[src/rtl/uart_tx_arb.sv]
// uart_tx_arb: round-robin arbiter sharing one uart_tx between N byte requesters.
// Optional sticky ownership for multi-byte messages with UART_TX_ARB_LOCK_EN.
module uart_tx_arb #(
  parameter int N = 2
) (
  input  logic           clk,
  input  logic           rst,
  input  logic [N-1:0]   req,
  input  logic [8*N-1:0] data_in,
  output logic [N-1:0]   ack,
  output logic [N-1:0]   grant,
  output logic           tx_rdy,
  output logic [7:0]     tx_data,
  input  logic           tx_fetch,
  output logic           busy
`ifdef UART_TX_ARB_LOCK_EN
  ,
  input  logic [N-1:0]   lock
`endif
);
  localparam int PW = (N > 1) ? $clog2(N) : 1;
  typedef enum logic [1:0] {IDLE, GRANT, HOLD} state_t;
  state_t state_q, state_d;
  logic [PW-1:0] ptr_q, ptr_d, pick;
  logic [N-1:0] grant_q, grant_d, ack_q, ack_d;
  logic tx_rdy_q, tx_rdy_d, busy_q, busy_d, found;
  logic [7:0] tx_data_q, tx_data_d;
  logic sel;
  int idx;
`ifdef UART_TX_ARB_LOCK_EN
  logic locked_q, locked_d;
`endif
  always_ff @(posedge clk or posedge rst) begin
    if (rst) begin
      state_q   <= IDLE;
      ptr_q     <= PW'(N - 1);
      grant_q   <= '0;
      ack_q     <= '0;
      tx_rdy_q  <= 1'b0;
      tx_data_q <= 8'h00;
      busy_q    <= 1'b0;
`ifdef UART_TX_ARB_LOCK_EN
      locked_q  <= 1'b0;
`endif
    end else begin
      state_q   <= state_d;
      ptr_q     <= ptr_d;
      grant_q   <= grant_d;
      ack_q     <= ack_d;
      tx_rdy_q  <= tx_rdy_d;
      tx_data_q <= tx_data_d;
      busy_q    <= busy_d;
`ifdef UART_TX_ARB_LOCK_EN
      locked_q  <= locked_d;
`endif
    end
  end
  // Winner scan starts just after the last owner and wraps modulo N.
  always_comb begin
    pick = ptr_q;
    sel = 1'b0;
    idx = 0;
    for (int k = 1; k <= N; k++) begin
      idx = (int'(ptr_q) + k) % N;
      if (!sel && req[PW'(idx)]) begin
        sel = 1'b1;
        pick = PW'(idx);
      end
    end
    found = |req;
`ifdef UART_TX_ARB_LOCK_EN
    // ptr_q still names the lock owner, since a locked grant never advances it.
    pick = (locked_q && req[ptr_q]) ? ptr_q : pick;
`endif
  end
  always_comb begin
    state_d = (state_q == IDLE)  ? (found ? GRANT : IDLE) :
              (state_q == GRANT) ? (tx_fetch ? HOLD : GRANT) : IDLE;
  end
  always_comb begin
    ptr_d     = ptr_q;
    grant_d   = grant_q;
    ack_d     = ack_q;
    tx_rdy_d  = tx_rdy_q;
    tx_data_d = tx_data_q;
    busy_d    = state_d != IDLE;
`ifdef UART_TX_ARB_LOCK_EN
    locked_d  = locked_q;
`endif
    if (state_q == IDLE && found) begin
      grant_d   = {{(N-1){1'b0}}, 1'b1} << pick;
      tx_data_d = data_in[{pick, 3'b000} +: 8];
      tx_rdy_d  = 1'b1;
      ptr_d     = pick;
    end
`ifdef UART_TX_ARB_LOCK_EN
    if (state_q == IDLE && locked_q && !req[ptr_q])
      locked_d = 1'b0;
    if (state_q == GRANT && tx_fetch)
      locked_d = lock[ptr_q];
`endif
    if (state_q == GRANT && tx_fetch) begin
      tx_rdy_d = 1'b0;
      ack_d    = grant_q;
    end
    if (state_q == HOLD) begin
      ack_d   = '0;
      grant_d = '0;
    end
  end
  assign ack     = ack_q;
  assign grant   = grant_q;
  assign tx_rdy  = tx_rdy_q;
  assign tx_data = tx_data_q;
  assign busy    = busy_q;
endmodule

[config.mk]
export PLATFORM = sky130hd
export DESIGN_NAME = uart_tx_arb
export DESIGN_NICKNAME = d
export VERILOG_FILES = /design/src/rtl/uart_tx_arb.sv
export SDC_FILE = /design/constraint.sdc
export NUM_CORES = 1
export LEC_CHECK = 0
export CORE_MARGIN = 2
export CORE_UTILIZATION = 41
export CTS_BUF_LIST = sky130_fd_sc_hd__clkbuf_16
export DETAILED_ROUTE_END_ITERATION = 10
export PLACE_DENSITY_LB_ADDON = 0.3
export SLEW_MARGIN = 20
export SYNTH_ARGS = -nofsm -noshare
export SYNTH_HDL_FRONTEND = slang
export SYNTH_SLANG_ARGS = --single-unit
[constraint.sdc]
create_clock -name clk -period 2.1 [get_ports clk]
set_clock_uncertainty 0.2 [all_clocks]
set_input_delay 0.42 -clock clk [delete_from_list [all_inputs] [get_ports clk]]
set_output_delay 0.42 -clock clk [all_outputs]
set_load 0.02 [all_outputs]
Yosys cells after proc, flatten, opt, wreduce, memory -nomap -nowiden

Cells that the tools add are included.
W data, S select, Z words.

Output and inout bits: 14
Flip-flop bits (word level): 17
Logic and storage cells: 42
Bits of input ports: 21

Multiplexer cells: 17
Reduce and logical (&&, ||, !) cells: 10
Magnitude comparators: 2
Equality and inequality tests: 2
Add/subtract/negate cells: 2
Shifts and indexed selects: 2

Operators by type and width:

| kind                  | number |
|---|---|
| $shiftx A16 B5 Y8     | 1 |
| $mux W2               | 7 |
| $mux W1               | 10 |
| $reduce_bool A2 Y1    | 4 |
| $lt A1 B3 Y1 const B  | 2 |
| $logic_and A1 B1 Y1   | 3 |
| $add A1 B1 Y1 const B | 2 |
| $eq A2 B1 Y1 const B  | 1 |
| $eq A2 B2 Y1 const B  | 1 |
| $logic_not A2 Y1      | 1 |
| $reduce_or A2 Y1      | 1 |
| $shl A1 B1 Y2 const A | 1 |
| $logic_not A1 Y1      | 1 |

Longest topological paths before layout

Depth after elaboration: 11
Depth in mapped cells: 5

Least setup slack after synthesis

Ideal clock, no wire load.

Kind: register to register
Start point: reg ptr_q
End point: reg tx_data_q[1] (netlist: tx_data[1])
Slack: 0.314 ns
Required time: 1.775 ns
Cell stages (with the launch flop): 5
Arrival: 1.462 ns
Cells stage by stage: dfstp_2 buf_2 xnor2_2 mux2_2 mux2_2

Longest elaborated chain between the ends: 4

Ends and longest elaborated chain:

| item                     | RTL line | text |
|---|---|---|
| start: declaration       | 24       | `logic [PW-1:0] ptr_q, ptr_d, pick;` |
| start signal: assignment | 36       | `ptr_q <= PW'(N - 1);` |
| start signal: assignment | 47       | `ptr_q <= ptr_d;` |
| $add A1 B1 Y1            | 64       | `idx = (int'(ptr_q) + k) % N;` |
| $mux W1                  | 65       | `if (!sel && req[PW'(idx)]) begin` |
| $mux W1 (*)              | 65       |  |
| $shiftx A16 B5 Y8 (*)    | 92       | `tx_data_d = data_in[{pick, 3'b000} +: 8];` |
| end signal: assignment   | 51       | `tx_data_q <= tx_data_d;` |
| end: declaration         | 27       | `logic [7:0] tx_data_q, tx_data_d;` |

Every way passes the cells marked *; elsewhere a longest branch is shown, timed or not.
A chain may end at the register's enable or synchronous reset.

Final worst setup path

Start point: in req[0]
End point: reg tx_data_q[7] (netlist: tx_data[7])

Longest elaborated chain between the ends: 7

Ends and longest elaborated chain:

| item                                       | RTL line | text |
|---|---|---|
| start: declaration                         | 8        | `input logic [N-1:0] req,` |
| $mux W1 (not written as such) (2 in a row) | 65       |  |
| $mux W1                                    | 65       |  |
| $logic_not A1 Y1                           | 65       |  |
| $logic_and A1 B1 Y1                        | 65       |  |
| $mux W1                                    | 65       |  |
| $shiftx A16 B5 Y8                          | 92       |  |

Several ways; a longest one is shown, not always the timed one. The select of a mux whose other input is x is not followed.

==> metrics.md <==
| Metric | Value |
|---|---|
| Sw Ratio | `34.3%` |
| Worst Reg2Reg Path Length in Cells | `3` |
| CP max FO | `8` |
| Type of the most critical hold path | `in2async` |
| Clock root cell | `clkbuf_16` |
| Switch Pwr | `666 µW` |
| Setup TNS Final | `0 ns` |
| Initial antenna violation count | `0` |
| Final setup fails | `0` |
| Layout area overhead | `58.7%` |
| WL/cell | `13.0 µm` |
| Critical path type | `in2reg` |
| Fin. max-slew vios | `0` |
| TritonCTS clock tree | `done` |
| Die area | `2350 µm²` |
| Setup crit end | `tx_data[7]` |
| Clock share of power | `19.4%` |
| Period utilization | `94.0%` |
| FF+latch count, synth | `17` |
| Layout cells sized above 1 | `24.3%` |
| Sequential area share after synthesis | `52.5%` |
| Pwr dens | `1510 nW/µm²` |
| # nets final | `129` |
| Netlist cell types | `20` |
| Vias/cell | `5.04` |
| Cells after Synth | `69` |
| Placer Congestion | `0.683` |
| Site Rows | `16` |
| First-pass GRT wire length | `3080 µm` |
| GRT Util Overall | `16.6%` |
| Slew HR | `79.5%` |
| P_leak | `0.539 nW` |
| Synth area leaders | `dfrtp_1 49%, mux2_2 22%, dfstp_2 3.2%` |
| H-tree Lvls | `1` |
| Worst Tran Pin Value | `0.307 ns` |
| Filler Cell Count | `168` |
| Routed WL | `1740 µm` |
| Clock slew at reported path FFs | `0.05 ns` |
| Critical register-to-register path startpoint | `ptr_q` |
| Horiz. Die Dim | `48.5 µm` |
| Final min period | `1.97 ns` |
| Largest net degree at the start of global routing | `18` |
| Max_cap viols | `0` |
| Initial core utilization | `42.3%` |
| CTS Buf Count | `3` |
| Flop-to-flop setup slack | `0.32 ns` |
| Status | `completed` |
| Cell Int Power | `1.28 mW` |
| Core ar. | `1920 µm²` |
| Cell taking the most area after synthesis | `dfrtp_1` |
| Required time of the critical path | `2.03 ns` |
| Placed Area | `1200 µm²` |
| Worst-Skew Late Latency | `0.24 ns` |
| Worst r2r dst | `tx_data[7]` |
| Final Hold Fails | `0` |
| Chip height | `48.5 µm` |
| RSZ-0062 raised after global routing | `false` |
| IO Pins | `35` |
| Antenna-violating nets left | `0` |
| Synth Warn # | `0` |
| Design area | `1290 µm²` |
| GRT Residual Overflow | `0` |
| Seq pwr share | `32.9%` |
| Vias | `675` |
| Antenna Cells | `0` |
| First-pass detailed-route iteration total | `4` |
| Utilization after layout | `67.1%` |
| Startpoint Class | `input pin` |
| Num Clock Sinks | `17` |
| Critical path origin | `req[0]` |
| Cell area after synthesis | `812 µm²` |
| Syn_nets | `90` |
| Critical Path AT | `1.90 ns` |
| Post-DP HPWL | `1270 µm` |
| Hold Buf Count CTS | `0` |
| PnR worst setup slack | `0.125 ns` |
| Syn Area/Cell | `11.8 µm²` |
| Fmax | `506 MHz` |
| DRC viols | `0` |
| Combinational power share | `47.7%` |
| Peak VDD IR | `0.738 mV` |
| Critical path capture point type | `flip-flop` |
| Dpl ws | `-0.222 ns` |
| Initial DRC Count | `3` |
| Vias in the first global route | `712` |
| CTS max path bufs | `2` |
| PortBufs | `34` |
| Final Total Pwr | `1.94 mW` |
| Area share of the largest cell type after synthesis | `49.3%` |
## critical path: stages
cell             delay [ns]
clkdlybuf4s50_1        0.50
xnor2_4                0.34
mux2_2                 0.38
mux2_2                 0.26
## routing by layer
layer | GRT usage (%) | vias up | part of all wire, %
met5 | 0 | - | 0
met4 | 7.14 | 0 | 1.1
met3 | 2.47 | 2 | 4.7
met2 | 30.8 | 25 | 54
met1 | 19.0 | 331 | 40
li1 | - | 317 | -
## cell usage after synthesis, drive strengths merged
library cell,number
buf,3
a21oi,2
xnor2,2
nor2,2
dfstp,1
clkbuf,1
a211o,1
nand2,7
o211ai,1
mux2,16
o31ai,1
o21ai,5
inv,4
nand2b,2
a32oi,1
nor3b,1
dfrtp,16
nand3b,1
a22o,2
## layout make-up
type	instances	area (µm²)	share of cell area, %
clock buffer	3	75.1	5.83
clock inverter	1	5.00	0.388
inverter	4	15.0	1.17
multi-input combinational	44	363	28.2
sequential	17	427	33.1
tap	27	33.8	2.62
timing repair buffer	38	370	28.7
## power groups by stage
| stage | clock network (mW) | registers [mW] | logic, mW |
|---|---|---|---|
| final | 0.378 | 0.639 | 0.927 |
| after global placement | 0 | 0.626 | 0.904 |
| after global routing | 0.403 | 0.668 | 0.999 |
| after detailed placement | 0 | 0.635 | 0.920 |
| after CTS | 0.382 | 0.635 | 0.925 |
| after floorplan | 0 | 0.732 | 0.436 |
## timing repair
action	4_1_cts	5_1_grt
gates resized for setup	0	1
setup endpoints to repair	0	5
hold endpoints to repair	0	0
buffers inserted	0	0
## cells by family (layout without fill, tap and decap cells)
| logic type | after synthesis | count (layout) | synth area share [%] |
|---|---|---|---|
| mux | 16 | 16 | 22.2 |
| xor+xnor | 2 | 2 | 3.08 |
| compound gates | 13 | 13 | 10.5 |
| simple gates | 13 | 13 | 7.55 |
| flops | 17 | 17 | 52.5 |
| buf+inv | 8 | 46 | 4.16 |
## through the flow
stage / std cells / hold WS, ns
after global routing: 134 / 0.337
after global placement: 130 / 0.287
after CTS: 134 / 0.305
after floorplan: 69 / 0.145
final: 134 / 0.294
after detailed placement: 130 / 0.299
## state kept, by name, summed over array words and instances, names as in the netlist
name,count
tx_rdy,1
state_q,2
grant,2
tx_data,8
ptr_q,1
ack,2
busy,1
## layout by cell type (no fill, tap or decap), drive strengths merged
cell           Yosys  routed
a211o              1       1
a21oi              2       2
a22o               2       2
a32oi              1       1
buf                3       4
clkbuf             1       3
clkdlybuf4s50      0      34
clkinv             0       1
dfrtp             16      16
dfstp              1       1
inv                4       4
mux2              16      16
nand2              7       7
nand2b             2       2
nand3b             1       1
nor2               2       2
nor3b              1       1
o211ai             1       1
o21ai              5       5
o31ai              1       1
xnor2              2       2
## worst min path at each step
stage,start,to
after floorplan,rst,ack[0]
after global placement,tx_data[3],tx_data[3]
after detailed placement,tx_data[5],tx_data[5]
after CTS,rst,state_q[0]
after global routing,tx_data[5],tx_data[5]
final,rst,state_q[0]
Note: power is estimated with default switching activity, not from simulation.
==> RTL edit 1: new RTL, same flow settings <==
Take the reset off `tx_data_q` and load it in a clocked block of its own.
--- a/src/rtl/uart_tx_arb.sv
+++ b/src/rtl/uart_tx_arb.sv
@@ -38,5 +38,4 @@
       ack_q     <= '0;
       tx_rdy_q  <= 1'b0;
-      tx_data_q <= 8'h00;
       busy_q    <= 1'b0;
 `ifdef UART_TX_ARB_LOCK_EN
@@ -49,5 +48,4 @@
       ack_q     <= ack_d;
       tx_rdy_q  <= tx_rdy_d;
-      tx_data_q <= tx_data_d;
       busy_q    <= busy_d;
 `ifdef UART_TX_ARB_LOCK_EN
@@ -55,4 +53,8 @@
 `endif
     end
+  end
+
+  always_ff @(posedge clk) begin
+    tx_data_q <= tx_data_d;
   end
   // Winner scan starts just after the last owner and wraps modulo N.
Behaviour: not the same (a bounded check fails within 4 cycles, from zero or initial values and one cycle with rst high).
==> RTL edit 1 against the unedited design <==
First-iteration DRC count fell by 33%. Area after synthesis down 2.3%. Synthesized cell count down 14%. Sequential cell count is the same. Power fell by 20%. Wire length down 3.4%. Worst setup slack improved by 56 ps. Final cell count shrank 10%. Highest routed layer unchanged. Design area is 4.6% lower. Non-clock buffer count is 2 lower. Fmax rose by 2.9%. Critical endpoint is now tx_data[5]. Count of clock-buffer cells in the layout did not move.
==> RTL edit 1: results (changes against the unedited design) <==
| Metric | Value |
|---|---|
| GR Util All Layers | `16.6% (-0.068 points)` |
| Maximum fanout count along the critical path | `8 (unchanged)` |
| Most area-consuming cells after synthesis | `sky130_fd_sc_hd__edfxtp_1 30%, sky130_fd_sc_hd__dfrtp_1 25%, sky130_fd_sc_hd__mux2_2 7.1%` |
| Power, Total | `1.55 mW (-20%)` |
| Worst slew pin tran | `355 ps (+47.5 ps)` |
| Fraction of the mapped netlist area in compound gates | `10.7% (+0.25 points)` |
| Number of iterations in the first detailed-routing pass | `3 (-1)` |
| Share of synthesized flip-flops with an asynchronous set or reset | `52.9% (-47 points)` |
| Sequential area share after synthesis | `58.8% (+6.3 points)` |
| Wire length of the first global-routing pass | `2530 um (-18%)` |
| Arr. time, crit path | `1660 ps (-240 ps)` |
| Number of non-filler instances in the completed layout | `120 (-10%)` |
| Cell area after placement | `1150 um2 (-3.9%)` |
| Antenna fix cells | `0 (unchanged)` |
| Hold WS | `243 ps (-51.3 ps)` |
| Gpl congestion | `0.773 (+13%)` |
| Number of distinct standard cells referenced by the synthesized netlist | `27 (+35%)` |
| Vias in the first global route | `577 (-19%)` |
| Power dissipated in combinational cells | `595 uW (-36%)` |
| Status | `finished clean` |
| Mapped Avg Cell Area | `13.4 um2 (+14%)` |
| Number of flip-flops in the largest register | `8 (unchanged)` |
| Area share of xor/xnor cells in the synthesized design | `4.57% (+1.5 points)` |
| Worst reg2reg setup slack | `450 ps (+130 ps)` |
| Most used standard cells in the synthesized netlist | `8 x sky130_fd_sc_hd__dfrtp_1, 8 x sky130_fd_sc_hd__edfxtp_1, 5 x sky130_fd_sc_hd__mux2_2, 5 x sky130_fd_sc_hd__nor2_1, 4 x sky130_fd_sc_hd__a22o_1` |
| Clock buffer count from CTS | `3 (unchanged)` |
| Clock Tree Buf Depth | `2 (unchanged)` |
| Average wire length per cell after detail routing | `14.0 um (+7.9%)` |
| Net Sw Power | `481 uW (-28%)` |
| R2r endpoint | `tx_data[2]` |
| Number of flops mapped to enable cells by yosys | `8 (+8)` |
| DP HPWL | `1310 um (+3.3%)` |
| Worst-skew pair later-pin latency | `240 ps (about the same)` |
| Class of the tightest hold or removal check | `input port to asynchronous set/reset pin` |
| Maximum resistive drop on vdd | `931 uV (+26%)` |
| Detailed-route vias per instance | `4.88 (-3.1%)` |
| Share of cell area taken by muxes after synthesis | `12.6% (-9.6 points)` |
| Fraction of power consumed by the clock network | `23.4% (+4.0 points)` |
| Fraction of layout cells with a size suffix above 1 | `12.6% (-12 points)` |
| DRC violation total after the first TritonRoute iteration | `2 (-1)` |
| Maximum number of pins on one net before global-route repair | `13 (-5)` |
| FF-to-FF path depth | `2 (-1)` |
| Mapped Nets | `80 (-11%)` |
| Worst slack after detailed placement | `-46.2 ps (+175 ps)` |
| Clock transition time at the flip-flop clock pins of the worst setup and hold paths | `50 ps (about the same)` |
| Standby leakage power | `0.480 nW (-11%)` |
## RTL edit 1: changes by cell type after synthesis, moves of 3 or more
cell,unedited run,this run
sky130_fd_sc_hd__dfrtp_1,16,8
sky130_fd_sc_hd__edfxtp_1,0,8
sky130_fd_sc_hd__mux2_1,0,3
sky130_fd_sc_hd__mux2_2,16,5
sky130_fd_sc_hd__nand2_1,7,2
sky130_fd_sc_hd__nor2_1,2,5
sky130_fd_sc_hd__o21ai_0,5,1
## RTL edit 1: metal layers
layer  track usage, %  up-vias  share of wire [%]
li1                 -      285                  -
met1             19.5      283                 41
met2             28.8       16                 53
met3             4.15        2                4.4
met4             6.49        0                1.1
met5                0        -                  0
## RTL edit 1: final cells by class
| cell class | count | area, um2 |
|---|---|---|
| clock inverter | 1 | 3.75 |
| timing repair buffer | 36 | 355 |
| clock buffer | 3 | 75.1 |
| fill | 139 | 534 |
| sequential | 17 | 467 |
| multi-input combinational | 36 | 290 |
| inverter | 2 | 7.51 |
| tap | 25 | 31.3 |
## RTL edit 1: worst max-delay path by stage
stage / slack [ps] / cells past startpoint / start / endpoint
final: 180 / 5 / req[0] / tx_data[5]
after global routing: 90 / 5 / req[0] / tx_data[5]
after detailed placement: -50 / 5 / req[0] / tx_data[0]
after global placement: 8 / 3 / req[0] / tx_data[0]
after CTS: 170 / 5 / req[0] / tx_data[5]
after floorplan: 330 / 3 / req[0] / tx_data[0]
## RTL edit 1: worst max-delay path, stage by stage
cell,delay [ps]
sky130_fd_sc_hd__clkdlybuf4s50_1,580
sky130_fd_sc_hd__buf_4,190
sky130_fd_sc_hd__nor2_1,70
sky130_fd_sc_hd__nor3_1,180
sky130_fd_sc_hd__buf_4,220
==> RTL edit 2: new RTL, config.mk and constraints unchanged <==
Made on the original files. The parameter `N` goes from 2 to 1.
--- a/src/rtl/uart_tx_arb.sv
+++ b/src/rtl/uart_tx_arb.sv
@@ -2,5 +2,5 @@
 // Optional sticky ownership for multi-byte messages with UART_TX_ARB_LOCK_EN.
 module uart_tx_arb #(
-  parameter int N = 2
+  parameter int N = 1
 ) (
   input  logic           clk,
Interface: changed (resized ack, data_in, grant and req); port bits go from 35 to 24. The function was not compared with the original's and may differ.
==> RTL edit 2 against the unedited design <==
Worst setup slack gained 130 ps. Wire length shrank 30%. Core utilization grew 2.8 points. Sequential cell count shrank 3. Area after synthesis shrank 29%. Power shrank 23%. Worst hold slack gained 11 ps. Largest cell class unchanged. Design area shrank 29%.
==> RTL edit 2: results (changes against the unedited design) <==
| Metric | Value |
|---|---|
| Class of the tightest hold or removal check | `flip-flop to flip-flop` |
| Sequential area share after synthesis | `61.1% (+8.6 points)` |
| Crit path largest cell delay | `620 ps (+120 ps)` |
| Average wire length per cell after detail routing | `14.5 um (+12%)` |
| Wire length of the first global-routing pass | `1830 um (-41%)` |
| Detailed-route vias per instance | `4.88 (-3.1%)` |
| Seq group | `483 uW (-24%)` |
| Instance count after placement with tap cells included | `80 (-38%)` |
| Sequential cell area | `350 um2 (-18%)` |
| Most area-consuming cells after synthesis | `sky130_fd_sc_hd__dfrtp_1 61%, sky130_fd_sc_hd__mux2_4 21%, sky130_fd_sc_hd__a21oi_1 2.6%` |
| Fraction of the mapped netlist area in compound gates | `5.90% (-4.6 points)` |
| Most used standard cells in the synthesized netlist | `14 x sky130_fd_sc_hd__dfrtp_1, 8 x sky130_fd_sc_hd__mux2_4, 3 x sky130_fd_sc_hd__a21oi_1` |
| GR Util All Layers | `18.4% (+1.8 points)` |
| Final-stage net count | `82 (-36%)` |
| Die Footprint | `1710 um2 (-27%)` |
| Critical path's top delay family | `buffers and inverters` |
| Standby leakage power | `0.404 nW (-25%)` |
| Global-route met3 utilization | `6.91% (+4.4 points)` |
| Mapped Nets | `54 (-40%)` |
| Status | `finished clean` |
| Cell area after placement | `831 um2 (-31%)` |
| GR Layer Usage met1 | `19.2% (+0.16 points)` |
| Final Routed Wirelength | `1220 um (-30%)` |
| Share of cell area taken by muxes after synthesis | `21.0% (-1.2 points)` |
| Fraction of layout cells with a size suffix above 1 | `20.3% (-4.0 points)` |
| Filler cells | `95 (-43%)` |
| Input/output buffers | `23 (-32%)` |
| Internal Dissipation | `1.02 mW (-20%)` |
==> RTL edit 2: layout make-up <==
class | count | share of cell area (%)
Sequential cell | 14 | 38.5
Timing Repair Buffer | 24 | 27.5
Multi-Input combinational cell | 23 | 21.6
Clock buffer | 3 | 8.25
Tap cell | 15 | 2.06
Inverter | 4 | 1.65
Clock inverter | 1 | 0.413
==> RTL edit 2: layer usage <==
layer,vias to the layer above,wire [um]
li1,198,-
met1,193,497
met2,19,609
met3,0,110
met4,0,0
met5,-,0
==> RTL edit 2: path summary, 6_finish.rpt <==
check | start | to | slack (ps) | depth (start not counted)
min in group asynchronous | rst | tx_data[1] | 320 | 2
setup / recovery | ack | ack | 260 | 1
hold reg to reg | tx_data[7] | tx_data[7] | 310 | 1
max in group asynchronous | rst | tx_data[2] | 1020 | 2
setup reg to reg | state_q[1] | tx_data[2] | 600 | 4
hold / removal | tx_data[7] | tx_data[7] | 310 | 1
